**src/rtl/seg7_pkg.sv**
```systemverilog
// Shared constants, segment encoder and FSM state type for the multiplexed 7-segment driver.
package seg7_pkg;

   localparam logic [6:0] SEG_BLANK = 7'b1111111;
   localparam logic [6:0] SEG_DASH  = 7'b1111110;

   localparam logic [1:0] ST_IDLE    = 2'd0;
   localparam logic [1:0] ST_CONVERT = 2'd1;
   localparam logic [1:0] ST_COMMIT  = 2'd2;

   typedef enum logic [1:0] {
      IDLE    = ST_IDLE,
      CONVERT = ST_CONVERT,
      COMMIT  = ST_COMMIT
   } state_e;

   // Active-low abcdefg, bit6 = a.
   function automatic logic [6:0] hex_to_seg(input logic [3:0] nib);
      logic [6:0] seg;
      case (nib)
         4'h0: seg = 7'b0000001;
         4'h1: seg = 7'b1001111;
         4'h2: seg = 7'b0010010;
         4'h3: seg = 7'b0000110;
         4'h4: seg = 7'b1001100;
         4'h5: seg = 7'b0100100;
         4'h6: seg = 7'b0100000;
         4'h7: seg = 7'b0001111;
         4'h8: seg = 7'b0000000;
         4'h9: seg = 7'b0000100;
         4'hA: seg = 7'b0001000;
         4'hB: seg = 7'b1100000;
         4'hC: seg = 7'b0110001;
         4'hD: seg = 7'b1000010;
         4'hE: seg = 7'b0110000;
         default: seg = 7'b0111000;
      endcase
      return seg;
   endfunction

endpackage

```
**src/rtl/seg7_scan_display_if.sv**
```systemverilog
// Load-side bus of the 7-segment driver: value/mode capture request plus status back.
interface seg7_scan_display_if #(
   parameter int NUM_DIGITS = 4,
   parameter int BIN_WIDTH  = 14
);
   logic [BIN_WIDTH-1:0]  value_i;
   logic                  load_i;
   logic                  hex_mode_i;
   logic                  blank_lz_i;
   logic [NUM_DIGITS-1:0] dp_i;
   logic                  busy_o;
   logic                  overflow_o;

   modport master (
      output value_i, load_i, hex_mode_i, blank_lz_i, dp_i,
      input  busy_o, overflow_o
   );

   modport slave (
      input  value_i, load_i, hex_mode_i, blank_lz_i, dp_i,
      output busy_o, overflow_o
   );
endinterface

```
**src/rtl/seg7_bin2bcd.sv**
```systemverilog
// Sequential double-dabble: one add-3/shift step per cycle, BIN_WIDTH steps after start.
module seg7_bin2bcd #(
   parameter int BIN_WIDTH  = 14,
   parameter int BCD_DIGITS = (BIN_WIDTH + 2) / 3
) (
   input  logic                    clk,
   input  logic                    rst_n,
   input  logic                    start_i,
   input  logic [BIN_WIDTH-1:0]    value_i,
   output logic                    done_o,
   output logic [4*BCD_DIGITS-1:0] bcd_o
);
   localparam int BCD_W = 4 * BCD_DIGITS;
   localparam int CNT_W = $clog2(BIN_WIDTH + 1);

   logic [BIN_WIDTH-1:0] shift_q, shift_d;
   logic [BCD_W-1:0]     bcd_q, bcd_d, adj;
   logic [CNT_W-1:0]     cnt_q, cnt_d;

   always_comb begin
      adj = bcd_q;
      for (int i = 0; i < BCD_DIGITS; i++) begin
         if (bcd_q[4*i +: 4] >= 4'd5) adj[4*i +: 4] = bcd_q[4*i +: 4] + 4'd3;
      end
      shift_d = shift_q;
      bcd_d   = bcd_q;
      cnt_d   = cnt_q;
      if (start_i) begin
         shift_d = value_i;
         bcd_d   = '0;
         cnt_d   = CNT_W'(BIN_WIDTH);
      end else if (cnt_q != '0) begin
         bcd_d   = {adj[BCD_W-2:0], shift_q[BIN_WIDTH-1]};
         shift_d = shift_q << 1;
         cnt_d   = cnt_q - CNT_W'(1);
      end
   end

   always_ff @(posedge clk or negedge rst_n) begin
      if (!rst_n) begin
         shift_q <= '0;
         bcd_q   <= '0;
         cnt_q   <= '0;
      end else begin
         shift_q <= shift_d;
         bcd_q   <= bcd_d;
         cnt_q   <= cnt_d;
      end
   end

   // High during the final shift, so the caller can move on at the same edge.
   assign done_o = (cnt_q == CNT_W'(1));
   assign bcd_o  = bcd_q;
endmodule

```
**src/rtl/seg7_scan_display.sv**
```systemverilog
// Binary-to-digit conversion, blanking/overflow commit and time-multiplexed 7-segment scan.
// state   | meaning
// IDLE    | waiting for load_i; display holds the last committed value
// CONVERT | double-dabble running, BIN_WIDTH cycles
// COMMIT  | display, dp and overflow registers written in one cycle
module seg7_scan_display
   import seg7_pkg::*;
#(
   parameter int NUM_DIGITS  = 4,
   parameter int BIN_WIDTH   = 14,
   parameter int REFRESH_DIV = 20000
) (
   input  logic                  clk,
   input  logic                  rst,
   seg7_scan_display_if.slave    bus,
   output logic [6:0]            seg_o,
   output logic                  dp_o,
   output logic [NUM_DIGITS-1:0] an_o
);
   localparam int BCD_DIGITS = (BIN_WIDTH + 2) / 3;
   localparam int BCD_W      = 4 * BCD_DIGITS;
   localparam int DIG_W      = 4 * NUM_DIGITS;
   localparam int HEX_EXT_W  = (BIN_WIDTH > DIG_W) ? BIN_WIDTH : DIG_W;
   localparam int BCD_EXT_W  = (BCD_W > DIG_W) ? BCD_W : DIG_W;
   localparam int REF_W      = $clog2(REFRESH_DIV + 1);
   localparam int IDX_W      = (NUM_DIGITS > 1) ? $clog2(NUM_DIGITS) : 1;

   state_e                     state_q, state_d;
   logic                       busy_q, busy_d;
   logic                       ovf_q, ovf_d, ovf_new;
   logic [BIN_WIDTH-1:0]       value_q, value_d;
   logic                       hex_q, hex_d, blank_q, blank_d;
   logic [NUM_DIGITS-1:0]      dpcap_q, dpcap_d, dpr_q, dpr_d;
   logic [NUM_DIGITS-1:0][6:0] disp_q, disp_d, disp_new;
   logic [REF_W-1:0]           ref_q, ref_d;
   logic [IDX_W-1:0]           idx_q, idx_d;
   logic [NUM_DIGITS-1:0]      an_q, an_d;
   logic [6:0]                 seg_q, seg_d;
   logic                       dpo_q, dpo_d;
   logic                       conv_start, conv_done;
   logic [BCD_W-1:0]           bcd;
   logic [HEX_EXT_W-1:0]       value_ext;
   logic [BCD_EXT_W-1:0]       bcd_ext;
   logic [3:0]                 nib;
   logic                       lead;

   assign conv_start = (state_q == IDLE) && bus.load_i && !bus.hex_mode_i;

   seg7_bin2bcd #(.BIN_WIDTH(BIN_WIDTH), .BCD_DIGITS(BCD_DIGITS)) u_bin2bcd (
      .clk     (clk),
      .rst_n   (rst),
      .start_i (conv_start),
      .value_i (bus.value_i),
      .done_o  (conv_done),
      .bcd_o   (bcd)
   );

   // Digit images for the commit; leading zeros scanned from the top digit down.
   always_comb begin
      value_ext = HEX_EXT_W'(value_q);
      bcd_ext   = BCD_EXT_W'(bcd);
      ovf_new   = 1'b0;
      for (int b = DIG_W; b < HEX_EXT_W; b++) if (hex_q) ovf_new = ovf_new | value_ext[b];
      for (int b = DIG_W; b < BCD_EXT_W; b++) if (!hex_q) ovf_new = ovf_new | bcd_ext[b];
      lead     = 1'b1;
      nib      = '0;
      disp_new = '0;
      for (int i = NUM_DIGITS - 1; i >= 0; i--) begin
         nib = hex_q ? value_ext[4*i +: 4] : bcd_ext[4*i +: 4];
         if (ovf_new) begin
            disp_new[i] = SEG_DASH;
         end else if (blank_q && lead && (nib == 4'd0) && (i != 0)) begin
            disp_new[i] = SEG_BLANK;
         end else begin
            disp_new[i] = hex_to_seg(nib);
            lead        = 1'b0;
         end
      end
   end

   always_comb begin
      state_d = state_q;
      value_d = value_q;
      hex_d   = hex_q;
      blank_d = blank_q;
      dpcap_d = dpcap_q;
      disp_d  = disp_q;
      dpr_d   = dpr_q;
      ovf_d   = ovf_q;
      case (state_q)
         IDLE: begin
            if (bus.load_i) begin
               value_d = bus.value_i;
               hex_d   = bus.hex_mode_i;
               blank_d = bus.blank_lz_i;
               dpcap_d = bus.dp_i;
               state_d = bus.hex_mode_i ? COMMIT : CONVERT;
            end
         end
         CONVERT: if (conv_done) state_d = COMMIT;
         COMMIT: begin
            disp_d  = disp_new;
            dpr_d   = dpcap_q;
            ovf_d   = ovf_new;
            state_d = IDLE;
         end
         default: state_d = IDLE;
      endcase
      busy_d = (state_d != IDLE);
   end

   always_comb begin
      ref_d = (ref_q == REF_W'(REFRESH_DIV - 1)) ? '0 : ref_q + REF_W'(1);
      idx_d = idx_q;
      if (ref_q == REF_W'(REFRESH_DIV - 1)) begin
         idx_d = (idx_q == IDX_W'(NUM_DIGITS - 1)) ? '0 : idx_q + IDX_W'(1);
      end
      an_d  = ~(NUM_DIGITS'(1) << idx_q);
      seg_d = disp_q[idx_q];
      dpo_d = ~dpr_q[idx_q];
   end

   always_ff @(posedge clk or negedge rst) begin
      if (!rst) begin
         state_q <= IDLE;
         busy_q  <= 1'b0;
         ovf_q   <= 1'b0;
         value_q <= '0;
         hex_q   <= 1'b0;
         blank_q <= 1'b0;
         dpcap_q <= '0;
         disp_q  <= {NUM_DIGITS{SEG_BLANK}};
         dpr_q   <= '0;
         ref_q   <= '0;
         idx_q   <= '0;
         an_q    <= '1;
         seg_q   <= SEG_BLANK;
         dpo_q   <= 1'b1;
      end else begin
         state_q <= state_d;
         busy_q  <= busy_d;
         ovf_q   <= ovf_d;
         value_q <= value_d;
         hex_q   <= hex_d;
         blank_q <= blank_d;
         dpcap_q <= dpcap_d;
         disp_q  <= disp_d;
         dpr_q   <= dpr_d;
         ref_q   <= ref_d;
         idx_q   <= idx_d;
         an_q    <= an_d;
         seg_q   <= seg_d;
         dpo_q   <= dpo_d;
      end
   end

   assign bus.busy_o     = busy_q;
   assign bus.overflow_o = ovf_q;
   assign seg_o          = seg_q;
   assign dp_o           = dpo_q;
   assign an_o           = an_q;
endmodule
```
**src/flat_wrapper.sv**
```systemverilog
// flat-port wrapper written by rule: the top's interface ports become plain ports
module seg7_scan_display_flat import seg7_pkg::*;
#(
   parameter int NUM_DIGITS  = 4,
   parameter int BIN_WIDTH   = 14,
   parameter int REFRESH_DIV = 20000
)
  (clk, rst, seg_o, dp_o, an_o, bus_value_i, bus_load_i, bus_hex_mode_i, bus_blank_lz_i, bus_dp_i, bus_busy_o, bus_overflow_o);
  seg7_scan_display_if #(.NUM_DIGITS(NUM_DIGITS), .BIN_WIDTH(BIN_WIDTH)) bus_i ();
  input  logic clk;
  input  logic rst;
  output logic [6:0] seg_o;
  output logic dp_o;
  output logic [NUM_DIGITS-1:0] an_o;
  input wire logic [$bits(bus_i.value_i)-1:0] bus_value_i;
  input wire logic [$bits(bus_i.load_i)-1:0] bus_load_i;
  input wire logic [$bits(bus_i.hex_mode_i)-1:0] bus_hex_mode_i;
  input wire logic [$bits(bus_i.blank_lz_i)-1:0] bus_blank_lz_i;
  input wire logic [$bits(bus_i.dp_i)-1:0] bus_dp_i;
  output wire logic [$bits(bus_i.busy_o)-1:0] bus_busy_o;
  output wire logic [$bits(bus_i.overflow_o)-1:0] bus_overflow_o;
  assign bus_i.value_i = bus_value_i;
  assign bus_i.load_i = bus_load_i;
  assign bus_i.hex_mode_i = bus_hex_mode_i;
  assign bus_i.blank_lz_i = bus_blank_lz_i;
  assign bus_i.dp_i = bus_dp_i;
  assign bus_busy_o = bus_i.busy_o;
  assign bus_overflow_o = bus_i.overflow_o;
  seg7_scan_display #(.NUM_DIGITS(NUM_DIGITS), .BIN_WIDTH(BIN_WIDTH), .REFRESH_DIV(REFRESH_DIV)) u_core (.clk(clk), .rst(rst), .bus(bus_i), .seg_o(seg_o), .dp_o(dp_o), .an_o(an_o));
endmodule
```
**config.mk**
```make
export PLATFORM = sky130hd
export DESIGN_NAME = seg7_scan_display_flat
export DESIGN_NICKNAME = d
export VERILOG_FILES = /design/src/rtl/seg7_pkg.sv /design/src/rtl/seg7_scan_display_if.sv /design/src/rtl/seg7_bin2bcd.sv /design/src/rtl/seg7_scan_display.sv /design/src/flat_wrapper.sv
export SDC_FILE = /design/constraint.sdc
export NUM_CORES = 1
export LEC_CHECK = 0
export ABC_AREA = 1
export BUFFER_PORTS_ARGS = -buffer_cell sky130_fd_sc_hd__buf_2
export CORE_MARGIN = 2
export CORE_UTILIZATION = 35
export CTS_CLUSTER_SIZE = 8
export DETAILED_ROUTE_END_ITERATION = 12
export PLACE_DENSITY = 0.61
export SYNTH_ARGS = -nofsm -noshare
export SYNTH_HDL_FRONTEND = slang
export SYNTH_HIERARCHICAL = 1
export SYNTH_SLANG_ARGS = --single-unit
```
**constraint.sdc**
```tcl
create_clock -name clk -period 2.5 [get_ports clk]
set_input_delay 0.5 -clock clk [delete_from_list [all_inputs] [get_ports clk]]
set_output_delay 0.5 -clock clk [all_outputs]
set_load 0.05 [all_outputs]
```
==> impl_metrics.json, run 1 <==
{
  "status": "finished clean",
  "relSlewSlack_pct": 47.3,
  "p_per_area_nw_per_um2": 1350,
  "syn_avg_cell_area_um2": 7.68,
  "synth_cells": 916,
  "area.growth.synth_to_final_pct": 15.8,
  "drv_cap": 0,
  "ys.flop_type": "dfrtp_1",
  "p_sw_uw": 4770,
  "whs_ns": 0.0323,
  "maxSlewViolCount": 0,
  "detailed_place_hpwl_mm": 11.2,
  "io_buffers": 36,
  "drcViolationCount": 0,
  "grt_pass1_wl_mm": 26.2,
  "p_clk_share_pct": 24.0,
  "p_total_uw": 11000,
  "htreeDepth": 4,
  "fp.dieH_um": 146,
  "fin_crit_ns": 2.12,
  "overflow": 0,
  "ctsResizeCount": 0,
  "yosysTopAreaCellShare_pct": 29.5,
  "cp.arrival_ns": 2.46,
  "insertion_delay_ns": 0.42,
  "synth_edf_count": 0,
  "cts_tree": "done",
  "yosysMostFrequentCell": "nand2_1",
  "switching_share_pct": 43.3,
  "start_util_pct": 35.9,
  "worst-r2r-setup-slack_ns": 0.38,
  "nFillCells": 2002,
  "synth_seq_cells": 123,
  "die_w_um": 146,
  "async_reset_ff_share_pct": 100,
  "grt_pass1_vias": 5390,
  "cp_data_required_time_ns": 2.84,
  "fin_nets": 1024,
  "syn_nets": 980,
  "synthTopCellsByCount": "nand2_1, inv_1, nor2_1, dfrtp_1, o21ai_0",
  "cts_buffer_depth": 2,
  "die_area_um2": 21300,
  "drt_iter0_drc": 516,
  "cts_hold_buf": 0,
  "syn-cell-area_um2": 7040,
  "p_seq_share_pct": 31.7,
  "synth_cell_types": 42,
  "grtUsageTotal_pct": 15.0,
  "final_layout_size_suffix_gt1_share_pct": 17.0,
  "rsz0062_at_grt": "false",
  "path_clk_slew_ns": 0.06,
  "setup.worst_path.start_class": "flip-flop",
  "ir_drop_mv": 0.523,
  "fp.coreArea_um2": 19600,
  "place_area_um2": 7510,
  "gp_congestion": 0.832,
  "cp-endpoint": "u_core/disp_q[12]$_DFFE_PN1N_",
  "stdcell_area_um2": 8150,
  "p_int_uw": 6240,
  "tightest_slew_ns": 0.789,
  "fin_crit_sh_pct": 85.0,
  "routed_wl_mm": 15.5,
  "drtPass1Iterations": 5,
  "hold_path.class": "in2async",
  "power.leakage_uw": 0.00410,
  "finalSetupTns_ns": 0,
  "drtAntennaViolNets": 0,
  "path_max_fanout": 7,
  "r2r_start": "u_core/hex_q$_DFFE_PN0P_",
  "endpoint_kind": "flip-flop",
  "vias": 5716,
  "rows": 51,
  "r2r_cells": 10,
  "final_hold_viol_count": 0,
  "cts_buffers": 17,
  "synth_warnings": 6,
  "wl_per_cell_um": 12.6,
  "grt_max_degree": 39,
  "startpoint": "u_core/hex_q$_DFFE_PN0P_",
  "r2r_end": "u_core/disp_q[12]$_DFFE_PN1N_",
  "yosys.area.top_type": "dfrtp_1",
  "critPathKind": "reg2reg",
  "comb_power_share_pct": 44.3,
  "cts.root.buffer_cell": "clkbuf_16",
  "post_cts.repair.setup_buffers": 0,
  "max_freq_mhz": 471,
  "via_per_inst": 4.62,
  "setup_viol": 0,
  "clock-skew-final_ns": 0.0117,
  "antenna_cells": 0,
  "clock_sinks": 123,
  "yosysSeqAreaShare_pct": 44.4,
  "antenna_found_initial": 0,
  "yosys-top-cells-area": "dfrtp_1, dfstp_2, nand2_1",
  "num_io_pins": 37
}
state kept, by name, summed over array words and instances (netlist names):
name and count:
u_core/dp_o 1, u_core/dpr_q 4, u_core/state_q 2, u_core/hex_q 1, u_core/bus.busy_o 1, u_core/seg_o 7, u_core/u_bin2bcd/bcd_o 20, u_core/ref_q 15
u_core/bus.overflow_o 1, u_core/u_bin2bcd/cnt_q 4, u_core/dpcap_q 4, u_core/blank_q 1, u_core/an_o 4, u_core/u_bin2bcd/shift_q 14, u_core/idx_q 2, u_core/value_q 14
u_core/disp_q 28
layer usage:
layer  vias up  routed length, µm  track usage, %
met5         -                  0               0
met4         0                205            4.85
met3        18                547            3.26
met2       101               6980            22.6
met1      2608               7810            21.4
li1       2989                  -               -
stage by stage:
step | instances | util [%] | setup WS, ns
2_1_floorplan | 916 | - | 0.515
3_3_place_gp | 1206 | 38.4 | 0.421
3_5_place_dp | 1206 | 38.4 | 0.383
4_1_cts | 1238 | 41.6 | 0.369
5_1_grt | 1238 | 41.6 | 0.209
6_report | 1238 | 41.6 | 0.375
cells by family after synthesis:
family                   after synthesis  synth area share [%]
AND/OR/NAND/NOR                      469                  28.0
AO/OA/AOI/OAI                        139                  11.1
buffers and inverters                139                  8.52
flip-flops                           123                  44.4
adder cells (fa/ha/maj)               41                  7.29
XOR/XNOR                               5                 0.622
layout by cell type (no fill, tap or decap), types with 10 or more instances in the layout:
master,instances
nor2_1,96
ha_1,41
o21ai_0,78
a21oi_1,22
clkbuf_16,17
dfrtp_1,83
o21ai_1,10
nand2_1,273
dfstp_2,40
buf_2,35
nand2_2,10
inv_1,104
buf_4,13
nand3_1,65
critical path, cell delays in order, from the launching register on:
cell	delay [ns]
dfrtp_1	0.45
or2_2	0.33
o21ai_1	0.20
ha_1	0.27
nand2_1	0.06
nand3b_2	0.20
nand2_1	0.11
nand2_2	0.10
nand2_2	0.08
nand2_4	0.08
a21oi_1	0.15
cell type report:
class / instances / area, µm² / area share [%]
Clock buffer: 17 / 425 / 5.22
Clock inverter: 15 / 211 / 2.59
Inverter: 114 / 430 / 5.28
Multi-Input combinational cell: 654 / 3310 / 40.6
Sequential cell: 123 / 3130 / 38.4
Tap cell: 265 / 332 / 4.07
Timing Repair Buffer: 50 / 313 / 3.84
power groups by stage:
stage                     clock network, µW  logic (µW)  registers, µW
final                                  2640        4880           3490
after global routing                   2800        5580           3600
after CTS                              2710        4860           3490
after detailed placement                  0        4830           3520
after global placement                    0        4800           3520
after floorplan                           0        3640           3600
how the worst min path moves through the flow:
stage / start / end / slack [ns] / cells past startpoint
6_report: rst / u_core/ref_q[2]$_DFF_PN0_ / 0.03 / 1
5_1_grt: rst / u_core/ref_q[2]$_DFF_PN0_ / 0.05 / 1
3_5_place_dp: u_core/disp_q[10]$_DFFE_PN1N_ / u_core/disp_q[10]$_DFFE_PN1N_ / 0.46 / 2
2_1_floorplan: rst / u_core/blank_q$_DFFE_PN0P_ / 0.20 / 0
3_3_place_gp: u_core/disp_q[21]$_DFFE_PN1N_ / u_core/disp_q[21]$_DFFE_PN1N_ / 0.46 / 2
4_1_cts: rst / u_core/ref_q[2]$_DFF_PN0_ / 0.04 / 1
(Power assumes the default switching activity.)
==> run 2, diff against run 1 <==
--- a/config.mk
+++ b/config.mk
@@ -11,7 +11,7 @@
 export CORE_UTILIZATION = 35
 export CTS_CLUSTER_SIZE = 8
 export DETAILED_ROUTE_END_ITERATION = 12
-export PLACE_DENSITY = 0.61
+export PLACE_DENSITY = 0.62
 export SYNTH_ARGS = -nofsm -noshare
 export SYNTH_HDL_FRONTEND = slang
 export SYNTH_HIERARCHICAL = 1
==> constraint.sdc (replaced) <==
create_clock -name clk -period 1.9 [get_ports clk]
set_input_delay 0.38 -clock clk [delete_from_list [all_inputs] [get_ports clk]]
set_output_delay 0.38 -clock clk [all_outputs]
set_load 0.05 [all_outputs]
==> run 2 against run 1 <==
  * Global-route usage grew 0.44 points
  * Highest routed layer unchanged
  * Critical path type unchanged
  * Core utilization is 1.4 points higher
  * Sequential share of layout area is 1.2 points lower
  * Flip-flop and latch count unchanged
  * Non-clock buffer count grew 30
  * Critical endpoint is now u_core/disp_q[21]$_DFFE_PN1N_
  * Cell area increased by 3.4%
  * Die area unchanged
  * Wire length rose by 2.5%
  * Clock skew about the same
==> impl_metrics.json, run 2 (synthesis results as in run 1) <==
{
  "setup.worst_path.start_class": "flip-flop",
  "drt_iter0_drc": 387,
  "tightest_slew_ns": 0.715,
  "layout_commonest_cell": "nand2_1",
  "regMostFlops": "u_core/disp_q",
  "htreeDepth": 4,
  "rows": 51,
  "fin_nets": 1055,
  "drtAntennaViolNets": 0,
  "setup_viol": 0,
  "p_clk_share_pct": 21.5,
  "top_usage_layer": "met2",
  "cp_data_required_time_ns": 2.24,
  "ir_drop_mv": 0.805,
  "slowest_stage": "dfrtp_2",
  "cts_buffer_depth": 2,
  "drv_cap": 0,
  "drtPass1Iterations": 5,
  "fin_crit_sh_pct": 93.4,
  "use_met1_pct": 20.7,
  "cts_buffers": 17,
  "comb_power_share_pct": 47.9,
  "p_sw_uw": 6340,
  "layout_setup_ws_ns": 0.125,
  "switching_share_pct": 42.4,
  "nFillCells": 1972,
  "max_freq_mhz": 564,
  "start_util_pct": 35.9,
  "p_per_area_nw_per_um2": 1770,
  "gp_congestion": 0.841,
  "path_max_fanout": 6,
  "p_int_uw": 8610,
  "grtUsageTotal_pct": 15.4,
  "grtUsageMet2_pct": 24.9,
  "antenna_cells": 0,
  "cp_slowest_stage_delay_ns": 0.46,
  "cts.root.buffer_cell": "clkbuf_16",
  "fin_crit_ns": 1.77,
  "largest_register_ffs": 28,
  "via_per_inst": 4.66,
  "maxSlewViolCount": 0,
  "num_io_pins": 37,
  "overflow": 0,
  "cp.arrival_ns": 2.12,
  "status": "finished clean",
  "place_ws_ns": 0.00568,
  "cp_cell_sequence": "or2_4, o21ai_2, buf_4, inv_1, ha_1, inv_1, nor2_1, nand2_1, o21ai_0, o21ai_0, nand2_1",
  "grt_pass1_vias": 5610,
  "area.growth.synth_to_final_pct": 19.7,
  "insertion_delay_ns": 0.42,
  "routed_wl_mm": 15.9,
  "hold_path.class": "in2reg",
  "clock-skew-final_ns": 0.0118,
  "stdcell_area_um2": 8430,
  "vias": 5913,
  "final_hold_viol_count": 0,
  "mostFrequentLayoutCells": "nand2_1, inv_1, nor2_1",
  "path_clk_slew_ns": 0.06,
  "fp.dieH_um": 146,
  "antenna_found_initial": 0,
  "grt_max_degree": 58,
  "die_area_um2": 21300,
  "grt_pass1_wl_mm": 26.7,
  "detailed_place_hpwl_mm": 11.3,
  "io_buffers": 36,
  "path_delay_family": "flip-flops",
  "grt.met3_usage_pct": 3.45,
  "p_seq_share_pct": 30.6,
  "endpoint_kind": "flip-flop",
  "relSlewSlack_pct": 52.3,
  "critPathKind": "reg2reg",
  "fp.coreArea_um2": 19600,
  "place_area_um2": 7710,
  "path_buf_inv": 3,
  "wl_per_cell_um": 12.6,
  "power.leakage_uw": 0.00424,
  "final-instance-count-excl-fill": 1269,
  "clock_sinks": 123,
  "rsz0062_at_grt": "true",
  "die_w_um": 146,
  "dp.cells": 1232,
  "final_layout_size_suffix_gt1_share_pct": 20.6,
  "cts_tree": "done",
  "drcViolationCount": 0
}
## run 2: changes by cell type in the layout (fill, tap and decap cells not counted), moves of 4 or more
| cell | before | now |
|---|---|---|
| nand2_1 | 273 | 268 |
| clkbuf_1 | 0 | 4 |
| inv_6 | 5 | 1 |
| clkinv_4 | 4 | 0 |
| clkbuf_8 | 0 | 4 |
| buf_4 | 13 | 40 |
| o21ai_0 | 78 | 74 |
| nand2_2 | 10 | 15 |
## run 2: stage by stage
step	setup TNS (ns)	util, %	power [µW]	hold slack (ns)
6_report	0	43.0	14900	0.159
5_1_grt	-0.0416	43.0	16300	0.166
4_1_cts	0	42.5	14700	0.150
3_5_place_dp	0	39.4	11400	0.309
3_3_place_gp	0	39.4	11400	0.308
2_1_floorplan	0	-	9550	0.0844
## run 2: layout make-up
type                    count  area [µm²]  area share [%]
inverters                 114         433            5.14
clock inverters             5        52.6           0.624
multi-input cells         655        3380            40.1
repair buffers             80         557            6.61
flip-flops and latches    123        3130            37.1
well taps                 265         332            3.94
clock buffers              27         546            6.47
## run 2: worst paths after layout
check                                           from                                end  slack, ns  depth (start not counted)
hold reg to reg            u_core/ref_q[0]$_DFF_PN0_          u_core/ref_q[0]$_DFF_PN0_       0.46                          1
min in group asynchronous                        rst  u_core/bus.overflow_o$_DFFE_PN0N_       0.41                          2
setup reg to reg            u_core/hex_q$_DFFE_PN0P_      u_core/disp_q[21]$_DFFE_PN1N_       0.13                         11
hold / removal                        bus_blank_lz_i         u_core/blank_q$_DFFE_PN0P_       0.16                          3
setup / recovery            u_core/hex_q$_DFFE_PN0P_      u_core/disp_q[21]$_DFFE_PN1N_       0.13                         11
max in group asynchronous                        rst           u_core/hex_q$_DFFE_PN0P_       0.84                          3
## run 2: power groups by stage
stage | logic [µW] | registers [µW] | clock network [µW]
after floorplan | 4810 | 4740 | 0
after global placement | 6770 | 4600 | 0
after detailed placement | 6820 | 4620 | 0
after CTS | 6860 | 4580 | 3290
after global routing | 8210 | 4710 | 3420
final | 7150 | 4580 | 3220
## run 2: repair_timing
action,CTS,global route
gates resized for setup,1,22
pin swaps,0,4
cloned,0,1
hold buffers,1,0
setup buffers,0,3
endpoints found under the setup margin,1,18
hold endpoints to repair,1,0
## run 2: tightest hold or removal path: stages
cell and delay (ns):
buf_2 0.08, nand2_1 0.05, nand2_1 0.05
## run 2: routing by layer
metal  vias to the layer above  wire [µm]
met5                         -          0
met1                      2727       7760
li1                       3065          -
met2                       106       7360
met3                        15        648
met4                         0        163
==> run 3, diff against run 2 <==
--- a/config.mk
+++ b/config.mk
@@ -7,6 +7,7 @@
 export LEC_CHECK = 0
 export ABC_AREA = 1
 export BUFFER_PORTS_ARGS = -buffer_cell sky130_fd_sc_hd__buf_2
+export CORE_ASPECT_RATIO = 1.25
 export CORE_MARGIN = 2
 export CORE_UTILIZATION = 35
 export CTS_CLUSTER_SIZE = 8
==> run 3 against run 2 <==
  * Final cell count rose by 0.24%
  * Via count up 1.3%
  * Hold slack improved by 0.012 ns
  * Worst setup slack got worse by 0.035 ns
  * Wire length grew 3.5%
  * Sequential power hardly changed
  * Highest routed layer unchanged
  * Total power is 2.2% lower
  * Non-clock buffer count shrank 2
  * Critical path depth unchanged
  * Clock skew decreased by 0.0030 ns
==> impl_metrics.json, run 3 (synthesis results as in run 1) <==
{
  "status": "finished clean",
  "multi_input_area_um2": 3360,
  "clock-skew-final_ns": 0.00887,
  "antenna_cells": 0,
  "drcViolationCount": 0,
  "drt_iter0_drc": 341,
  "layout_commonest_cell": "nand2_1",
  "hold_path.class": "in2reg",
  "htreeDepth": 4,
  "grt_pass1_wl_mm": 27.7,
  "antenna_found_initial": 0,
  "overflow": 0,
  "die_area_um2": 21300,
  "seqCellArea_um2": 3130,
  "cp.arrival_ns": 2.15,
  "power.leakage_uw": 0.00421,
  "wl_per_cell_um": 13.0,
  "drtAntennaViolNets": 0,
  "cts_buffer_depth": 2,
  "fin_crit_sh_pct": 95.2,
  "vias": 5992,
  "cts_buffers": 17,
  "die_w_um": 131,
  "p_per_area_nw_per_um2": 1750,
  "cp_data_required_time_ns": 2.24,
  "critPathKind": "reg2reg",
  "relSlewSlack_pct": 53.1,
  "p_sw_uw": 6410,
  "area.growth.synth_to_final_pct": 18.7,
  "regMostFlops": "u_core/disp_q",
  "grt_max_degree": 63,
  "fp.dieH_um": 163,
  "cts.root.buffer_cell": "clkbuf_16",
  "insertion_delay_ns": 0.42,
  "routed_wl_mm": 16.5,
  "maxSlewViolCount": 0,
  "use_met1_pct": 20.2,
  "nFillCells": 2059,
  "rows": 58,
  "setup_viol": 0,
  "switching_share_pct": 43.8,
  "fin_util_pct": 41.9,
  "fin_crit_ns": 1.81,
  "fin_nets": 1053,
  "cts_tree": "done",
  "largest_register_ffs": 28,
  "drtPass1Iterations": 5,
  "path_clk_slew_ns": 0.06,
  "mostFrequentLayoutCells": "nand2_1, inv_1, nor2_1",
  "via_per_inst": 4.71,
  "drv_cap": 0,
  "rsz0062_at_grt": "true",
  "grtUsageTotal_pct": 16.4,
  "io_buffers": 36,
  "endpoint_kind": "flip-flop",
  "detailed_place_hpwl_mm": 12.2,
  "start_util_pct": 35.3,
  "layout_setup_ws_ns": 0.0907,
  "max_freq_mhz": 553,
  "setup.worst_path.start_class": "flip-flop",
  "grtUsageMet2_pct": 28.1,
  "p_clk_share_pct": 20.4,
  "comb_power_share_pct": 48.2,
  "grt.met3_usage_pct": 3.25,
  "path_max_fanout": 4,
  "clock_sinks": 123,
  "tightest_slew_ns": 0.703,
  "num_io_pins": 37,
  "grt_pass1_vias": 5945,
  "p_seq_share_pct": 31.3,
  "place_ws_ns": 0.00965,
  "fp.coreArea_um2": 20000,
  "ir_drop_mv": 0.811,
  "top_usage_layer": "met2",
  "final_hold_viol_count": 0,
  "p_int_uw": 8210,
  "final_layout_size_suffix_gt1_share_pct": 20.1,
  "gp_congestion": 0.839
}
-- run 3: cell types whose count changed in the layout (fill, tap and decap cells not counted), sizes merged --
| cell | previous run | this run |
|---|---|---|
| inv | 112 | 113 |
| clkinv | 5 | 10 |
| buf | 79 | 77 |
| clkbuf | 27 | 18 |
| clkinvlp | 1 | 4 |
-- run 3: path summary, 6_finish.rpt --
| kind | slack, ns | end | from | depth (start not counted) |
|---|---|---|---|---|
| max | 0.09 | u_core/disp_q[21]$_DFFE_PN1N_ | u_core/hex_q$_DFFE_PN0P_ | 11 |
| min | 0.17 | u_core/blank_q$_DFFE_PN0P_ | bus_blank_lz_i | 3 |
| max reg2reg | 0.09 | u_core/disp_q[21]$_DFFE_PN1N_ | u_core/hex_q$_DFFE_PN0P_ | 11 |
| min reg2reg | 0.46 | u_core/ref_q[0]$_DFF_PN0_ | u_core/ref_q[0]$_DFF_PN0_ | 1 |
| max in group asynchronous | 1.06 | u_core/disp_q[10]$_DFFE_PN1N_ | rst | 3 |
| min in group asynchronous | 0.51 | u_core/dpcap_q[0]$_DFFE_PN0P_ | rst | 3 |
-- run 3: what timing repair did --
action / 4_1_cts / 5_1_grt
buffers inserted: 0 / 2
gates resized for setup: 0 / 18
hold endpoints to repair: 46 / 0
hold buffers: 1 / 0
setup endpoints to repair: 0 / 28
-- run 3: power by group through the flow --
stage / registers (µW) / clock network [µW] / logic (µW)
after floorplan: 4740 / 0 / 4810
after global placement: 4580 / 0 / 6740
after detailed placement: 4600 / 0 / 6820
after CTS: 4570 / 3050 / 6870
after global routing: 4720 / 3170 / 8130
final: 4580 / 2980 / 7050
-- run 3: per-layer routing --
| metal | routed length (µm) | vias up |
|---|---|---|
| met5 | 0 | - |
| met4 | 366 | 0 |
| met3 | 633 | 30 |
| met2 | 8300 | 137 |
| met1 | 7200 | 2778 |
| li1 | - | 3047 |
-- run 3: final cells by class --
type / count / share of cell area [%]
multi-input cells: 655 / 40.2
flip-flops and latches: 123 / 37.5
repair buffers: 78 / 6.45
inverters: 114 / 5.18
clock buffers: 18 / 5.14
well taps: 270 / 4.04
clock inverters: 14 / 1.48
-- run 3: through the flow --
stage	setup TNS [ns]	std cells	power (µW)	hold slack, ns	cell area (µm²)
2_1_floorplan	0	916	9550	0.0844	7040
3_3_place_gp	0	1235	11300	0.428	7720
4_1_cts	0	1268	14500	0.154	8280
5_1_grt	-0.293	1272	16000	0.172	8350
6_report	0	1272	14600	0.170	8350
3_5_place_dp	0	1235	11400	0.428	7720
-- run 3: critical path: stages (launching register included) --
cell and delay, ns:
dfrtp_2 0.45, or2_4 0.27, o21ai_2 0.07, buf_4 0.15, inv_1 0.07, ha_1 0.20, inv_1 0.06, nor2_1 0.05
nand2_1 0.06, o21ai_0 0.07, o21ai_0 0.21, nand2_1 0.08
